## src/rtl/spi_pkg.sv

```systemverilog
// Shared SPI write-frame constants, FSM state encoding and frame packing helper.
package spi_pkg;

    localparam int FRAME_BITS = 16;
    localparam logic WRITE_BIT = 1'b1;
    localparam int ADDR_BITS = 7;
    localparam int DATA_BITS = 8;
    localparam int BIT_CNT_W = $clog2(FRAME_BITS);

    localparam int STATE_BITS = 3;
    localparam logic [STATE_BITS-1:0] ST_IDLE     = 3'd0;
    localparam logic [STATE_BITS-1:0] ST_SETUP    = 3'd1;
    localparam logic [STATE_BITS-1:0] ST_SHIFT_HI = 3'd2;
    localparam logic [STATE_BITS-1:0] ST_SHIFT_LO = 3'd3;
    localparam logic [STATE_BITS-1:0] ST_HOLD     = 3'd4;
    localparam logic [STATE_BITS-1:0] ST_GAP      = 3'd5;

    typedef struct packed {
        logic                 wr;
        logic [ADDR_BITS-1:0] addr;
        logic [DATA_BITS-1:0] data;
    } frame_t;

    function automatic logic [FRAME_BITS-1:0] build_frame(
        input logic [ADDR_BITS-1:0] addr,
        input logic [DATA_BITS-1:0] data
    );
        frame_t f;
        f.wr   = WRITE_BIT;
        f.addr = addr;
        f.data = data;
        return f;
    endfunction

endpackage

```

## src/rtl/spi_clk_phase.sv

```systemverilog
// Phase counter timing every FSM state to CLK_DIV cycles; strobes on last and next-to-last cycle.
// Latency: strobes are combinational from the counter; counter restarts from 0 after every strobe.
// Backpressure: none; holds at 0 while run is low.
module spi_clk_phase
    import spi_pkg::*;
#(
    parameter int CLK_DIV = 4
) (
    input  logic clk,
    input  logic rst_n,
    input  logic run,
    output logic phase_end,
    output logic phase_pre_end
);

    localparam int W = $clog2(CLK_DIV);
    localparam logic [W-1:0] LAST = W'(CLK_DIV - 1);
    localparam logic [W-1:0] PRE  = W'(CLK_DIV - 2);

    logic [W-1:0] cnt;

    assign phase_end     = run && (cnt == LAST);
    assign phase_pre_end = run && (cnt == PRE);

    // Every state lasts exactly CLK_DIV cycles, so wrapping on phase_end reloads on each state change.
    always_ff @(posedge clk) begin
        if (!rst_n) begin
            cnt <= '0;
        end else if (!run || phase_end) begin
            cnt <= '0;
        end else begin
            cnt <= cnt + W'(1);
        end
    end

endmodule

```

## src/rtl/spi_controller.sv

```systemverilog
// SPI mode-0 write-only controller: sends {1, addr[6:0], data[7:0]} MSB first per accepted start.
// Latency: ncs falls the edge after acceptance; done pulses 34*CLK_DIV cycles after acceptance.
// Backpressure: start is ignored while busy; no request queuing.
module spi_controller
    import spi_pkg::*;
#(
    parameter int CLK_DIV = 4
) (
    input  logic                 clk,
    input  logic                 rst_n,
    input  logic                 start,
    input  logic [ADDR_BITS-1:0] wr_addr,
    input  logic [DATA_BITS-1:0] wr_data,
    output logic                 busy,
    output logic                 done,
    output logic                 sclk,
    output logic                 copi,
    output logic                 ncs
);

    localparam logic [BIT_CNT_W-1:0] LAST_BIT = BIT_CNT_W'(FRAME_BITS - 1);

    logic [STATE_BITS-1:0] state;
    logic [FRAME_BITS-1:0] shift_reg;
    logic [FRAME_BITS-1:0] next_frame;
    logic [BIT_CNT_W-1:0]  bit_cnt;
    logic                  running;
    logic                  phase_end;
    logic                  phase_pre_end;

    assign running    = (state != ST_IDLE);
    assign next_frame = build_frame(wr_addr, wr_data);

    spi_clk_phase #(
        .CLK_DIV(CLK_DIV)
    ) u_phase (
        .clk          (clk),
        .rst_n        (rst_n),
        .run          (running),
        .phase_end    (phase_end),
        .phase_pre_end(phase_pre_end)
    );

    always_ff @(posedge clk) begin
        if (!rst_n) begin
            state     <= ST_IDLE;
            shift_reg <= '0;
            bit_cnt   <= '0;
            busy      <= 1'b0;
            done      <= 1'b0;
            sclk      <= 1'b0;
            copi      <= 1'b0;
            ncs       <= 1'b1;
        end else begin
            done <= 1'b0;
            case (state)
                ST_IDLE: begin
                    if (start && !busy) begin
                        state     <= ST_SETUP;
                        shift_reg <= next_frame;
                        bit_cnt   <= '0;
                        busy      <= 1'b1;
                        ncs       <= 1'b0;
                        copi      <= next_frame[FRAME_BITS-1];
                    end
                end
                ST_SETUP: begin
                    if (phase_end) begin
                        state <= ST_SHIFT_HI;
                        sclk  <= 1'b1;
                    end
                end
                ST_SHIFT_HI: begin
                    if (phase_end) begin
                        sclk <= 1'b0;
                        if (bit_cnt == LAST_BIT) begin
                            state <= ST_HOLD;
                        end else begin
                            // Next bit goes out on the falling edge, a full half-period before the next rise.
                            state     <= ST_SHIFT_LO;
                            bit_cnt   <= bit_cnt + BIT_CNT_W'(1);
                            shift_reg <= shift_reg << 1;
                            copi      <= shift_reg[FRAME_BITS-2];
                        end
                    end
                end
                ST_SHIFT_LO: begin
                    if (phase_end) begin
                        state <= ST_SHIFT_HI;
                        sclk  <= 1'b1;
                    end
                end
                ST_HOLD: begin
                    if (phase_end) begin
                        state <= ST_GAP;
                        ncs   <= 1'b1;
                        copi  <= 1'b0;
                    end
                end
                ST_GAP: begin
                    // Registered done must be set one cycle early to land on the final gap cycle.
                    if (phase_pre_end) begin
                        done <= 1'b1;
                    end
                    if (phase_end) begin
                        state <= ST_IDLE;
                        busy  <= 1'b0;
                    end
                end
                default: begin
                    state <= ST_IDLE;
                    busy  <= 1'b0;
                    sclk  <= 1'b0;
                    copi  <= 1'b0;
                    ncs   <= 1'b1;
                end
            endcase
        end
    end

endmodule

```

## config.mk

```make
export PLATFORM = sky130hd
export DESIGN_NAME = spi_controller
export DESIGN_NICKNAME = d
export VERILOG_FILES = /design/src/rtl/spi_pkg.sv /design/src/rtl/spi_clk_phase.sv /design/src/rtl/spi_controller.sv
export SDC_FILE = /design/constraint.sdc
export NUM_CORES = 1
export LEC_CHECK = 0
export BUFFER_PORTS_ARGS = -buffer_cell sky130_fd_sc_hd__buf_4
export CAP_MARGIN = 20
export CORE_AREA = 2 2 55 57
export CTS_CLUSTER_SIZE = 10
export DETAILED_ROUTE_END_ITERATION = 8
export DIE_AREA = 0 0 57 59
export GPL_TIMING_DRIVEN = 0
export PLACE_DENSITY = 0.76
export SYNTH_ARGS = -nofsm -noshare
export SYNTH_HDL_FRONTEND = slang
export SYNTH_HIERARCHICAL = 1
export SYNTH_SLANG_ARGS = --single-unit
```

## constraint.sdc

```tcl
create_clock -name clk -period 3.23 [get_ports clk]
set_input_delay 0.4845 -clock clk [delete_from_list [all_inputs] [get_ports clk]]
set_output_delay 0.4845 -clock clk [all_outputs]
set_load 0.02 [all_outputs]
```

==> results of run 1 <==
## worst min-delay path by stage
stage	end	slack (ns)	cells past startpoint
2_1_floorplan	shift_reg[4]	0.47	1
3_3_place_gp	copi	0.46	2
3_5_place_dp	copi	0.47	2
4_1_cts	u_phase/cnt[1]	0.46	2
5_1_grt	u_phase/cnt[1]	0.46	2
6_report	u_phase/cnt[1]	0.47	2
## worst reg2reg max path, stage by stage, from the launching register on
cell	delay, ns
dfxtp_1	0.33
buf_4	0.17
nor3_2	0.24
inv_1	0.16
and2_2	0.23
clkbuf_1	0.21
a32o_1	0.30
buf_6	0.15
buf_6	0.14
o211a_1	0.21
## cell usage after synthesis (all sizes together) (2+ instances only)
master / instances / area (um^2)
o21ai: 5 / 25.0
inv: 5 / 18.8
nand3: 3 / 20.0
a21oi: 4 / 20.0
o211ai: 2 / 15.0
buf: 8 / 63.8
dfxtp: 29 / 581
clkbuf: 4 / 15.0
mux2i: 16 / 160
nor2b: 3 / 18.8
nor2: 8 / 30.0
and4bb: 2 / 25.0
nand2: 22 / 82.6
nor3b: 2 / 20.0
o211a: 16 / 160
xor2: 2 / 17.5
and2: 5 / 32.5
a31oi: 2 / 12.5
ha: 3 / 37.5
## final cells by class
| type | count | area [um^2] |
|---|---|---|
| Clock buffer | 7 | 55.1 |
| Inverter | 5 | 18.8 |
| Fill cell | 241 | 972 |
| Sequential cell | 29 | 581 |
| Tap cell | 31 | 38.8 |
| Multi-Input combinational cell | 109 | 801 |
| Timing Repair Buffer | 22 | 165 |
| Buffer | 12 | 78.8 |
## through the flow
stage	instances	power [mW]
floorplan	155	0.580
global placement	208	0.632
detailed placement	208	0.643
CTS	215	0.863
global route	215	0.905
finish	215	0.855
## metal layers
metal / wire length, um / part of all wire, % / up-vias
li1: - / - / 618
met1: 1330 / 43 / 587
met2: 1540 / 50 / 34
met3: 148 / 4.8 / 8
met4: 65 / 2.1 / 0
met5: 0 / 0 / -
## cell families (layout without fill, tap and decap cells)
logic type	Yosys count	after routing	share of synthesized area (%)
xor+xnor	2	2	1.18
mux	16	16	10.8
fa+ha+maj	3	3	2.54
flops	29	29	39.3
buf+inv	17	46	6.60
compound gates	39	39	22.2
simple gates	49	49	17.4
## where the power goes
part	total (mW)	internal, mW	leakage [nW]	switching (mW)
clock network	0.219	0.103	0.0314	0.117
registers	0.419	0.397	0.238	0.0227
logic	0.216	0.107	0.575	0.109
total	0.855	0.606	0.844	0.248
==> flow_metrics.tcl, run 1 <==
set metrics [dict create \
    min_from "rst_n" \
    crit_arrival_ns 2.47 \
    cts_setup_buffers 0 \
    hp-class "in2reg" \
    final.setup_skew_ns 0.00789 \
    final_common_cell "dfxtp_1" \
    finalHoldViolCount 0 \
    finalWirelength_um 3080 \
    critPathKind "reg2reg" \
    portBuffers 22 \
    cp_cell_sequence "buf_4 > nor3_2 > inv_1 > and2_2 > clkbuf_1 > a32o_1 > buf_6 > buf_6 > o211a_1" \
    synth-seq-cells 29 \
    io_pins 23 \
    antenna_cells 0 \
    hold_slack_ns 0.468 \
    avgSynthCellArea_um2 9.54 \
    cts-buffers-inserted 5 \
    peakVddDrop_mv 0.394 \
    rsz0062_at_grt "no" \
    area_growth_pct 17.5 \
    post-place-ws_ns 1.03 \
    globalRouteOverflowTotal 0 \
    drt_iter0_drc 45 \
    drcViolationCount 0 \
    use_met2_pct 35.1 \
    grt_pass1_wl_um 5440 \
    seq_area_frac_synth_pct 39.3 \
    core-area_mm2 0.00271 \
    clock_sinks 29 \
    crit_buf_inv 5 \
    post_drt_wl_per_cell_um 14.3 \
    cts_root_buffer "clkbuf_4" \
    nets 205 \
    crit_path_frequent_cell "buf_6" \
    crit_path_start_kind "flip-flop" \
    post-route-period-util_pct 70.0 \
    ys.warnings.count 6 \
    final_cell_mix "dfxtp_1, buf_4, nand2_1" \
    start_util_pct 54.6 \
    cts_resized 0 \
    final_max_slew_viol_count 0 \
    clk_pin_slew_ns 0.09 \
    ant_nets 0 \
    track_usage_pct 21.0 \
    yosys_most_used_dff "dfxtp_1" \
    p_per_area_mw_per_mm2 492 \
    grt_pass1_vias 1231 \
    tns_ns 0 \
    die-width_um 57 \
    ys_async_sr_fraction_pct 0 \
    dr.pass1.iters 4 \
    reg2reg_setup_slack_ns 0.97 \
    cp_max_fo 10 \
    use_met1_pct 24.3 \
    fin_crit_ns 2.26 \
    rr_endpoint "shift_reg[13]" \
    maxCapViolations 0 \
    critical_path.max_stage_delay_ns 0.33 \
    r2r_cells 9 \
    syn_nets 176 \
    cp_num_cells 9 \
    cts_tree "yes" \
    top_usage_layer "met2" \
    worstMarginPinSlew_ns 0.503 \
    status "finished, final reports clean" \
    hpwl_um 2280 \
    via_per_inst 5.80 \
    fmax_mhz 443 \
    use_met3_pct 7.64 \
    netlist_instances 155 \
    cpMaxStageDelayCell "dfxtp_1" \
    cp-end-kind "flip-flop" \
    num_vias 1247 \
    synth_edf_count 0 \
    htree_levels 2 \
    fin_util_pct 64.1 \
    stdcell_area_mm2 0.00174 \
    ys_types 39 \
    placed_area_mm2 0.00168 \
    clk_path_buf_depth 2 \
    crit_start "state[0]" \
    worstSkewPairLatency_ns 0.32 \
    endpoint "shift_reg[13]" \
    layout-drive-gt1-share_pct 22.8 \
    dieArea_mm2 0.00336 \
    setup_viol 0 \
    antenna_found_initial 0 \
    cts_hold_buf 0 \
    rows 19 \
    r2r_start "state[0]" \
    critPathTopFamily "buffers and inverters" \
    slew_headroom_pct 66.1 \
    die_h_um 59 \
    p_leak_nw 0.844 \
    gp_congestion 0.788 \
    crit_required_ns 3.44 \
    grt_max_degree 11 \
    fin_ws_ns 0.971 \
    largest_register_ffs 15 \
    netlist_area_mm2 0.00148 \
]
Note: power is estimated with default switching activity, not from simulation.
==> inputs of run 2 (changes only) <==
- clock period: 3.23 -> 2.1 ns (I/O delays scaled with it)
==> run 2 against run 1 <==
Wire length shrank 0.23%; power is 54% higher; non-clock buffer count down 1; utilization is 0.14 points higher; critical path type unchanged; combinational power up 56%; count of clock-buffer cells in the layout did not move.
==> flow_metrics.tcl, run 2 (synthesis gave the netlist of run 1 again) <==
set metrics [dict create \
    clock_sinks 29 \
    critPathKind "reg2reg" \
    power_mw 1.32 \
    via_per_inst 5.82 \
    power_frac_comb_pct 25.5 \
    cp_cell_sequence "buf_4 > nor3_4 > inv_1 > and2_4 > a32o_1 > buf_6 > buf_6 > o211a_1" \
    globalRouteOverflowTotal 0 \
    hpwl_um 2280 \
    register_area_um2 581 \
    pwr-share-clk_pct 25.5 \
    clk_pin_slew_ns 0.09 \
    r2r_cells 8 \
    drt_iter0_drc 36 \
    antenna_found_initial 0 \
    placed_area_mm2 0.00168 \
    largest_register_ffs 15 \
    cts_setup_buffers 0 \
    cp_num_cells 8 \
    portBuffers 22 \
    cts-buffers-inserted 5 \
    grt_max_degree 12 \
    nets 204 \
    crit_buf_inv 4 \
    final.setup_skew_ns 0.00784 \
    stdcell_area_mm2 0.00174 \
    p_leak_nw 0.846 \
    cp_max_fo 11 \
    post_drt_wl_per_cell_um 14.4 \
    fillCellCount 240 \
    cts_root_buffer "clkbuf_4" \
    place_inst 208 \
    peakVddDrop_mv 0.606 \
    start_util_pct 54.6 \
    critPathTopFamily "buffers and inverters" \
    hp-class "in2reg" \
    p_sw_uw 385 \
    grt_pass1_vias 1220 \
    hold_depth 2 \
    area_growth_pct 17.8 \
    htree_levels 2 \
    ant_nets 0 \
    cpMaxStageDelayCell "dfxtp_1" \
    p_per_area_mw_per_mm2 758 \
    crit_start "state[0]" \
    antenna_cells 0 \
    switching_share_pct 29.2 \
    multi_input_area_um2 808 \
    clk_path_buf_depth 2 \
    final_max_slew_viol_count 0 \
    crit_arrival_ns 2.17 \
    intPower_uw 935 \
    gp_congestion 0.788 \
    min_from "rst_n" \
    worstSkewPairLatency_ns 0.32 \
    drcViolationCount 0 \
    instances_no_fill 214 \
    rows 19 \
    track_usage_pct 20.9 \
    final_cell_mix "dfxtp_1, buf_4, nand2_1" \
    status "finished, final reports clean" \
    post-route-period-util_pct 93.6 \
    dieArea_mm2 0.00336 \
    cts_tree "yes" \
    dr.pass1.iters 4 \
    rsz0062_at_grt "no" \
    setup_viol 0 \
    layout-drive-gt1-share_pct 23.0 \
    io_pins 23 \
    maxCapViolations 0 \
    crit_path_start_kind "flip-flop" \
    p_seq_share_pct 48.9 \
    fmax_mhz 509 \
    fin_crit_ns 1.97 \
    die-width_um 57 \
    worstMarginPinSlew_ns 0.509 \
    crit_required_ns 2.31 \
    finalHoldViolCount 0 \
    die_h_um 59 \
    core-area_mm2 0.00271 \
    final_common_cell "dfxtp_1" \
    r2r_start "state[0]" \
    crit_path_frequent_cell "buf_6" \
    critical_path.max_stage_delay_ns 0.33 \
    num_vias 1246 \
    slew_headroom_pct 65.7 \
    finalWirelength_um 3080 \
    cts_hold_buf 0 \
    grt_pass1_wl_um 5420 \
    cp-end-kind "flip-flop" \
]
[run 2: cell count changes in the layout (fill, tap and decap cells not counted)]
cell	before	now
nor3_4	0	1
and2_2	1	0
clkbuf_1	5	4
and2_4	0	1
nor3_2	1	0
[run 2: power groups by stage]
| stage | Sequential (mW) | Combinational [mW] | Clock, mW |
|---|---|---|---|
| after floorplan | 0.660 | 0.232 | 0 |
| after global placement | 0.653 | 0.319 | 0 |
| after detailed placement | 0.658 | 0.330 | 0 |
| after CTS | 0.645 | 0.333 | 0.349 |
| after global routing | 0.653 | 0.368 | 0.377 |
| final | 0.646 | 0.337 | 0.337 |
[run 2: what timing repair did]
action / CTS / global route
hold endpoints to repair: 0 / 0
setup endpoints to repair: 14 / 15
gates resized for setup: 0 / 2
[run 2: path summary, 6_finish.rpt]
path | endpoint | slack (ns)
max | shift_reg[13] | 0.13
min | u_phase/cnt[1] | 0.30
max reg2reg | shift_reg[13] | 0.13
min reg2reg | copi | 0.48
[run 2: layout make-up]
class | count | share of cell area (%)
Inverter | 5 | 1.08
Timing Repair Buffer | 22 | 9.48
Multi-Input combinational cell | 109 | 46.4
Clock buffer | 7 | 3.16
Buffer | 11 | 4.31
Tap cell | 31 | 2.23
Sequential cell | 29 | 33.3
[run 2: metrics by stage]
stage          setup slack [ns]  hold WS [ns]  setup TNS, ns  utilization (%)
3_3_place_gp            -0.0358         0.456         -0.474             62.1
2_1_floorplan             0.157         0.472              0                -
6_report                  0.134         0.298              0             64.3
4_1_cts                  0.0404         0.290              0             64.0
3_5_place_dp            -0.0958         0.471          -1.22             62.1
5_1_grt                  0.0700         0.288              0             64.3
[run 2: layer usage]
layer	wire length, um	global-route usage (%)	vias up	part of all wire (%)
met5	0	0	-	0
met4	65	9.30	0	2.1
met3	134	7.64	8	4.4
met2	1530	34.8	30	50
met1	1350	24.3	590	44
li1	-	-	618	-
[run 2: worst register-to-register path, delay by kind of cell (launching register included)]
| family | cells | cell delay (ns) |
|---|---|---|
| AOI/OAI and AO/OA | 2 | 0.46 |
| buffers and inverters | 4 | 0.61 |
| DFF | 1 | 0.33 |
| and+or+nand+nor | 2 | 0.44 |
